**src/rtl/rr_req_pend_if.sv**
```systemverilog
// Handshake bundle between the request sources / arbiter and rr_req_pend.
interface rr_req_pend_if #(
    parameter int W     = 32,
    parameter int CNT_W = 4,
    parameter int TOT_W = CNT_W + $clog2(W)
);
    logic [W-1:0]     push;
    logic [W-1:0]     push_rdy;
    logic [W-1:0]     req;
    logic [W-1:0]     gnt;
    logic             ack;
    logic             pend_any;
    logic [TOT_W-1:0] pend_tot;
    logic [W-1:0]     ovf;
    logic             err_gnt;
    logic             err_clr;

    // Sources, arbiter and status consumer side.
    modport master (
        output push, gnt, ack, err_clr,
        input  push_rdy, req, pend_any, pend_tot, ovf, err_gnt
    );

    // Accumulator side.
    modport slave (
        input  push, gnt, ack, err_clr,
        output push_rdy, req, pend_any, pend_tot, ovf, err_gnt
    );
endinterface

```
**src/rtl/rr_req_pend.sv**
```systemverilog
// Per-requester pending-request accumulator feeding a round-robin arbiter.
// Counts push pulses per port, presents a level req vector and retires one
// request per acknowledged one-hot grant. Overflow and illegal grants are
// reported through sticky flags cleared by err_clr.
module rr_req_pend #(
    parameter int W     = 32,
    parameter int CNT_W = 4,
    parameter int TOT_W = CNT_W + $clog2(W)
) (
    input  logic          clk,
    input  logic          rst,
    rr_req_pend_if.slave  bus
);
    localparam logic [CNT_W-1:0] MAX     = '1;
    localparam logic [CNT_W-1:0] CNT_ONE = CNT_W'(1);
    localparam logic [W-1:0]     VEC_ONE = W'(1);

    logic [CNT_W-1:0] cnt [W];
    logic [TOT_W-1:0] pend_tot_q;
    logic [W-1:0]     ovf_q;
    logic             err_gnt_q;

    logic [W-1:0]     rdy;
    logic [W-1:0]     nz;
    logic [W-1:0]     inc;
    logic [W-1:0]     pop;
    logic [W-1:0]     drop;
    logic             gnt_multi;
    logic             gnt_idle;
    logic             gnt_bad;
    logic [TOT_W-1:0] n_inc;
    logic [TOT_W-1:0] n_pop;

    // Decode per-port status from the registered counters only.
    always_comb begin
        rdy = '0;
        nz  = '0;
        for (int unsigned i = 0; i < W; i++) begin
            rdy[i] = (cnt[i] != MAX);
            nz[i]  = (cnt[i] != '0);
        end
    end

    // Grant legality check and per-port increment/decrement enables.
    // An illegal acknowledged grant blocks every decrement in that cycle.
    always_comb begin
        gnt_multi = |(bus.gnt & (bus.gnt - VEC_ONE));
        gnt_idle  = |(bus.gnt & ~nz);
        gnt_bad   = bus.ack & (gnt_multi | gnt_idle);
        inc       = bus.push & rdy;
        drop      = bus.push & ~rdy;
        pop       = (bus.ack && !gnt_bad) ? (bus.gnt & nz) : '0;
    end

    // Population counts of this cycle's increments and decrements.
    always_comb begin
        n_inc = '0;
        n_pop = '0;
        for (int unsigned i = 0; i < W; i++) begin
            n_inc = n_inc + TOT_W'(inc[i]);
            n_pop = n_pop + TOT_W'(pop[i]);
        end
    end

    // Per-port saturating-free counters: a push at MAX is already filtered
    // by rdy, and a pop is only enabled on a non-zero count.
    always_ff @(posedge clk or posedge rst) begin
        if (rst) begin
            for (int unsigned i = 0; i < W; i++) begin
                cnt[i] <= '0;
            end
        end else begin
            for (int unsigned i = 0; i < W; i++) begin
                if (inc[i] && !pop[i]) begin
                    cnt[i] <= cnt[i] + CNT_ONE;
                end else if (pop[i] && !inc[i]) begin
                    cnt[i] <= cnt[i] - CNT_ONE;
                end
            end
        end
    end

    // Aggregate count tracks the counters' next state so it equals their sum.
    always_ff @(posedge clk or posedge rst) begin
        if (rst) begin
            pend_tot_q <= '0;
        end else begin
            pend_tot_q <= pend_tot_q + n_inc - n_pop;
        end
    end

    // Sticky error flags; a clear wins over a same-cycle set.
    always_ff @(posedge clk or posedge rst) begin
        if (rst) begin
            ovf_q     <= '0;
            err_gnt_q <= 1'b0;
        end else if (bus.err_clr) begin
            ovf_q     <= '0;
            err_gnt_q <= 1'b0;
        end else begin
            ovf_q     <= ovf_q | drop;
            err_gnt_q <= err_gnt_q | gnt_bad;
        end
    end

    assign bus.push_rdy = rdy;
    assign bus.req      = nz;
    assign bus.pend_any = |nz;
    assign bus.pend_tot = pend_tot_q;
    assign bus.ovf      = ovf_q;
    assign bus.err_gnt  = err_gnt_q;
endmodule

```
**src/flat_wrapper.sv**
```systemverilog
// flat-port wrapper written by rule: the top's interface ports become plain ports
module rr_req_pend_flat 
#(
    parameter int W     = 32,
    parameter int CNT_W = 4,
    parameter int TOT_W = CNT_W + $clog2(W)
)
  (clk, rst, bus_push, bus_gnt, bus_ack, bus_err_clr, bus_push_rdy, bus_req, bus_pend_any, bus_pend_tot, bus_ovf, bus_err_gnt);
  rr_req_pend_if #(.W(W), .CNT_W(CNT_W), .TOT_W(TOT_W)) bus_i ();
  input  logic clk;
  input  logic rst;
  input wire logic [$bits(bus_i.push)-1:0] bus_push;
  input wire logic [$bits(bus_i.gnt)-1:0] bus_gnt;
  input wire logic [$bits(bus_i.ack)-1:0] bus_ack;
  input wire logic [$bits(bus_i.err_clr)-1:0] bus_err_clr;
  output wire logic [$bits(bus_i.push_rdy)-1:0] bus_push_rdy;
  output wire logic [$bits(bus_i.req)-1:0] bus_req;
  output wire logic [$bits(bus_i.pend_any)-1:0] bus_pend_any;
  output wire logic [$bits(bus_i.pend_tot)-1:0] bus_pend_tot;
  output wire logic [$bits(bus_i.ovf)-1:0] bus_ovf;
  output wire logic [$bits(bus_i.err_gnt)-1:0] bus_err_gnt;
  assign bus_i.push = bus_push;
  assign bus_i.gnt = bus_gnt;
  assign bus_i.ack = bus_ack;
  assign bus_i.err_clr = bus_err_clr;
  assign bus_push_rdy = bus_i.push_rdy;
  assign bus_req = bus_i.req;
  assign bus_pend_any = bus_i.pend_any;
  assign bus_pend_tot = bus_i.pend_tot;
  assign bus_ovf = bus_i.ovf;
  assign bus_err_gnt = bus_i.err_gnt;
  rr_req_pend #(.W(W), .CNT_W(CNT_W), .TOT_W(TOT_W)) u_core (.clk(clk), .rst(rst), .bus(bus_i));
endmodule
```
**config.mk**
```make
export PLATFORM = sky130hd
export DESIGN_NAME = rr_req_pend_flat
export DESIGN_NICKNAME = d
export VERILOG_FILES = /design/src/rtl/rr_req_pend_if.sv /design/src/rtl/rr_req_pend.sv /design/src/flat_wrapper.sv
export SDC_FILE = /design/constraint.sdc
export NUM_CORES = 1
export LEC_CHECK = 0
export CAP_MARGIN = 20
export CORE_ASPECT_RATIO = 0.5
export CORE_MARGIN = 2
export CORE_UTILIZATION = 50
export CTS_CLUSTER_DIAMETER = 100
export DETAILED_ROUTE_END_ITERATION = 8
export GPL_TIMING_DRIVEN = 0
export HOLD_SLACK_MARGIN = 0.1
export PLACE_DENSITY = 0.72
export SYNTH_ARGS = -nofsm -noshare
export SYNTH_HDL_FRONTEND = slang
export SYNTH_SLANG_ARGS = --single-unit
```
**constraint.sdc**
```tcl
create_clock -name clk -period 20.2 [get_ports clk]
set_input_delay 4.04 -clock clk [delete_from_list [all_inputs] [get_ports clk]]
set_output_delay 4.04 -clock clk [all_outputs]
set_load 0.02 [all_outputs]
```
==> flow_summary.toml, run 1 <==
[synthesis]
synth_area_leaders = "dfrtp_1, fa_1, ha_1"
synth_commonest_cells = "inv_1, dfrtp_1, ha_1"
syn_avg_cell_area_um2 = 10.08
ys_seq_elements = 170
synth_edf_count = 0
synth.most_common_cell = "inv_1"
yosys_warnings = 0
yosysUniqueCellTypes = 41
syn_inst = 1265
synth_top_cell_area_share_pct = 33.37
netlist_area_mm2 = 0.01275
synth_seq_area_share_pct = 33.37
synth_top_area_cell = "dfrtp_1"
synthFlopType = "dfrtp_1"
async_reset_ff_share_pct = 100.0
synth_fp_nets = 1544

[clock_tree]
cts_max_level = 4
clock_latency_ns = 0.46
clockBufferDepth = 2
cts-buffers-inserted = 17
cts-resized-gates = 0
ctsHoldBuffers = 0
clock_sinks = 170
clk_pin_slew_ns = 0.07
cts_tree = "yes"
cts-root-buf = "clkbuf_16"
post-cts-setup-buffer-count = 0

[cells_and_area]
n_antenna_cell = 0
syn_to_final_growth_pct = 22.09
n_fill_cell = 2089
fin_nets = 1740
multi_input_area_mm2 = 0.007694
drive_gt1_share_pct = 5.563
seq_area_mm2 = 0.004254

[floorplanning]
initial_core_util_pct = 50.72
num_rows = 41
io_pins = 175
core-area_mm2 = 0.02514
die_area_mm2 = 0.02687
dieWidth_um = 229.8
die_height_um = 116.9

[critical_path]
cpMaxStageDelayCell = "nor4_2"
cp.required_ns = 20.53
r2r_setup_slack_ns = 11.41
crit_fanout = 9
critPathKind = "in2reg"
critPathMaxStageDelay_ns = 0.89
crit_path_end_kind = "register"
crit_top_cell = "fa_1"
cp-start-kind = "input port"
crit_start = "bus_gnt[3]"
rr_worst_depth = 26
r2r-end = "u_core.bus.pend_tot[8]"
r2r_start = "u_core.cnt[104]"
cp.arrival_ns = 13.71

[sta]
post-route-min-period_ns = 13.38
finClkSkew_ns = 0.01232
rsz0062_at_grt = "false"
relSlewSlack_pct = 27.53
fin_tns_setup_ns = 0
tightest_slew_ns = 1.077
hold_viol_final = 0
finalSetupViolCount = 0
slew_violations = 0
max_clock_freq_ghz = 0.07475
period_share_pct = 66.23

[place]
hpwl_um = 27680
place_congestion = 0.9789
portBuffers = 172

[global_route]
grt-ovfl-total = 0
antenna_found_initial = 0
grt_pass1_wl_um = 54060
grt_pass1_vias = 10140
track_usage_pct = 26.44
grt_max_degree = 106

[worst_hold_path]
hold-path-cell-count = 2
whs_endpoint = "u_core.bus.ovf[0]"
hp-start = "u_core.bus.ovf[0]"
min-delay-path-class = "reg2reg"

[outcome]
status = "completed"

[route]
drc = 0
first_pass_iters = 5
routed_wl_um = 33960
first_iter_violations = 753
antenna_left = 0
avgViaCountPerCell = 5.504
wire_per_inst_um = 18.68
num_vias = 10010

[flow_run]
maxCapViolations = 0
cell families (layout without fill, tap and decap cells):
logic type	count (synthesis)	after routing	synth area share [%]
AOI/OAI and AO/OA	178	178	8.303
xor gates and xnor gates	140	140	9.618
adders and majority gates	211	211	26.13
buffers and inverters	202	411	6.281
DFF	170	170	33.37
muxes	32	32	2.827
and+or+nand+nor	332	332	13.48
per-layer routing:
metal  track usage [%]  vias up  part of all wire, %
met5                 0        -                    0
met4             10.19        0                  2.7
met3             6.250       61                  6.4
met2             42.60      302                   47
met1             35.30     4975                   44
li1                  -     4669                    -
worst max-delay path: cells and delay by family:
kind | cells | cell delay (ns)
fa+ha+maj | 9 | 4.39
buf+inv | 5 | 0.82
simple gates | 6 | 3.18
xor+xnor | 1 | 0.15
compound gates | 6 | 1.12
registers in the layout, summed over array words and instances (netlist names):
signal	count
u_core.bus.err_gnt	1
u_core.bus.ovf	32
u_core.bus.pend_tot	9
u_core.cnt	128
layout by cell type (no fill, tap or decap), types with 3 or more instances in the layout:
cell	instances
o31ai_1	3
inv_1	186
nand2_1	73
o21ai_0	39
ha_1	119
fa_1	92
a22oi_1	14
buf_6	3
mux2_2	32
nor2_1	68
clkinv_4	5
buf_2	4
nor4_1	40
and2_1	25
a21o_1	34
inv_8	3
or3_1	28
or4_4	4
clkbuf_1	10
nand3_1	4
clkbuf_16	17
xnor2_1	107
dfrtp_1	170
xor2_1	33
a21oi_1	75
nand4_1	52
nor3_1	29
clkdlybuf4s50_1	172
inv_6	3
a2111oi_0	3
worst max-delay path by stage:
stage                                         to  depth (start not counted)  slack [ns]
after floorplan           u_core.bus.pend_tot[8]                         30        7.62
after CTS                 u_core.bus.pend_tot[8]                         27        6.87
after global routing      u_core.bus.pend_tot[8]                         27        6.39
final                     u_core.bus.pend_tot[8]                         27        6.82
after detailed placement  u_core.bus.pend_tot[8]                         27        6.42
after global placement    u_core.bus.pend_tot[8]                         27        6.43
layout make-up:
class | instances | area share [%]
multi-input cells | 893 | 49.43
flip-flops and latches | 170 | 27.33
repair buffers | 177 | 11.37
inverters | 187 | 4.558
well taps | 344 | 2.765
clock buffers | 17 | 2.733
clock inverters | 15 | 1.182
plain buffers | 15 | 0.6350
per-stage QoR:
stage | setup slack, ns | std cells | hold WS (ns) | util (%) | area (um2)
after global placement | 6.435 | 1781 | 0.4765 | 59.28 | 14900
final | 6.822 | 1818 | 0.4918 | 61.92 | 15560
after global routing | 6.386 | 1818 | 0.5012 | 61.92 | 15560
after floorplan | 7.623 | 1265 | 0.4629 | - | 12750
after CTS | 6.872 | 1814 | 0.4919 | 61.84 | 15540
after detailed placement | 6.416 | 1782 | 0.4814 | 59.42 | 14940
Power of run 1 is left out: the tool's default activity adds up to more than one toggle a clock period on the data nets, which glitch-free logic cannot reach.
==> run 2: changes to the inputs <==
Clock period 20.2 ns to 13.2 ns, I/O delays scaled along.
==> results of run 2 <==
The final DEF is identical to that of run 1. Status: completed.
Main changes from that run: setup slack after placement 6.416 ns -> 0.8163 ns; setup slack after layout 6.822 ns -> 1.222 ns; register-to-register setup slack 11.41 ns -> 4.41 ns
Power of run 2 is left out for the same reason.
==> edit: new RTL, flow settings as in run 2 <==
`W` is set to 32 in 3 places; all go to 16.
--- a/src/rtl/rr_req_pend_if.sv
+++ b/src/rtl/rr_req_pend_if.sv
@@ -2,3 +2,3 @@
 interface rr_req_pend_if #(
-    parameter int W     = 32,
+    parameter int W     = 16,
     parameter int CNT_W = 4,
--- a/src/rtl/rr_req_pend.sv
+++ b/src/rtl/rr_req_pend.sv
@@ -5,3 +5,3 @@
 module rr_req_pend #(
-    parameter int W     = 32,
+    parameter int W     = 16,
     parameter int CNT_W = 4,
--- a/src/flat_wrapper.sv
+++ b/src/flat_wrapper.sv
@@ -3,3 +3,3 @@
 #(
-    parameter int W     = 32,
+    parameter int W     = 16,
     parameter int CNT_W = 4,
Ports: changed (6 resized); port bits go from 175 to 94. The function was not compared with the original's and may differ.
==> edit against run 2 <==
- first-iteration DRC count decreased by 64%
- setup slack improved by 2.6 ns
- design area shrank 49%
- sequential cell count shrank 81
- register-to-register slack better by 1.7 ns
- routed wire length down 58%
- critical path type unchanged
- synthesized area is 49% lower
- count of clock-buffer cells in the layout decreased by 8
==> edit: results (changes against run 2) <==
stage	metric	value	unit	change
status	status	completed		
global_route	total global-route track usage	21.90	%	-4.5 points
route	vias per cell	5.228		-5.0%
synthesis	syn_nets	791		-49%
clocking	CTS HTree Levels	3		-1
finish	share of layout cells above drive strength 1	5.600	%	+0.037 points
synthesis	Post-synth top cells	103 x inv_1, 89 x dfrtp_1, 70 x ha_1, 55 x xnor2_1, 44 x fa_1		
place	Post-DP HPWL	11140	um	-60%
synthesis	top cells by area, synth	dfrtp_1 34%, fa_1 13%, ha_1 13%, xnor2_1 7.4%, inv_1 5.9%		
worst_hold_path	Hold EP	u_core.cnt[43]$_DFFE_PP0P_		
global_route	pin count of the biggest net entering global routing	47		-56%
finish	number of flip-flops in the largest register	64		-50%
global_route	vias in the first global route	4775		-53%
sta	final hold slack	0.4826	ns	-0.009210 ns
finish	Layout Cells excl Fill	920		-49%
synthesis	sequential-to-total area share from yosys stat	34.13	%	+0.76 points
worst_setup_path	reg2reg setup slack	6.12	ns	+1.71 ns
worst_setup_path	CP peak stage delay	0.62	ns	-0.27 ns
worst_setup_path	Crit-path slowest cell	fa_1		
worst_setup_path	critical path arrival	9.70	ns	-2.61 ns
global_route	met1 Use GR	32.16	%	-3.1 points
clocking	Clk Latency, worst-skew pair	0.35	ns	-0.11 ns
route	Met1 Wirelength	6868	um	-54%
route	Iteration-0 DRC Markers	274		-64%
synthesis	Syn Area/Cell	10.18	um2	+1.0%
sta	Clock Skew	0.01131	ns	-0.001005 ns
worst_setup_path	R2R Path End	u_core.bus.pend_tot[7]$_DFF_PP0_		
worst_setup_path	Worst R2R Path Depth	24		-7.7%
place	port bufs	92		-47%
route	Met2 Wirelength	6507	um	-59%
global_route	met2 usage	33.87	%	-8.7 points
place	GPL Wtd Cong	0.9454		-3.4%
worst_setup_path	r2r startpoint	u_core.cnt[25]$_DFFE_PP0P_		
global_route	first-pass GRT wire length	23840	um	-56%
clocking	CTS Buf Count	9		-8
sta	fin crit period	9.424	ns	-2.554 ns
place	post-placement cell area	7690	um2	-49%
-- edit: cell types whose count changed after synthesis, sizes merged, moves of 21 or more --
cell | before | now
nor3 | 29 | 3
ha | 119 | 70
xnor2 | 107 | 55
dfrtp | 170 | 89
fa | 92 | 44
inv | 187 | 103
nand2 | 73 | 26
nand4 | 52 | 18
or3 | 29 | 0
o21ai | 39 | 18
nor2 | 68 | 42
nor4 | 41 | 5
a21oi | 75 | 37
-- edit: kinds of logic (layout without fill, tap and decap cells) --
kind of cell	Yosys count	after routing	share of synthesized area (%)
AO/OA/AOI/OAI	91	91	8.244
XOR/XNOR	72	72	9.663
adder cells (fa/ha/maj)	114	114	26.92
buffers and inverters	114	223	6.768
flip-flops	89	89	34.13
multiplexers	16	16	2.761
AND/OR/NAND/NOR	145	145	11.52
-- edit: how the worst max path moves through the flow --
stage	startpoint	end
detailed placement	bus_gnt[1]	u_core.bus.pend_tot[7]$_DFF_PP0_
global placement	bus_gnt[0]	u_core.bus.pend_tot[7]$_DFF_PP0_
floorplan	bus_gnt[0]	u_core.bus.pend_tot[7]$_DFF_PP0_
finish	bus_gnt[1]	u_core.bus.pend_tot[7]$_DFF_PP0_
CTS	bus_gnt[1]	u_core.bus.pend_tot[7]$_DFF_PP0_
global route	bus_gnt[1]	u_core.bus.pend_tot[7]$_DFF_PP0_
-- edit: layout make-up --
class | count | area [um2]
Fill cell | 1067 | 4732
Inverter | 103 | 389.1
Multi-Input combinational cell | 438 | 3857
Clock buffer | 9 | 225.2
Sequential cell | 89 | 2227
Timing Repair Buffer | 93 | 948.4
Buffer | 11 | 55.05
Clock inverter | 7 | 52.55
Tap cell | 170 | 212.7
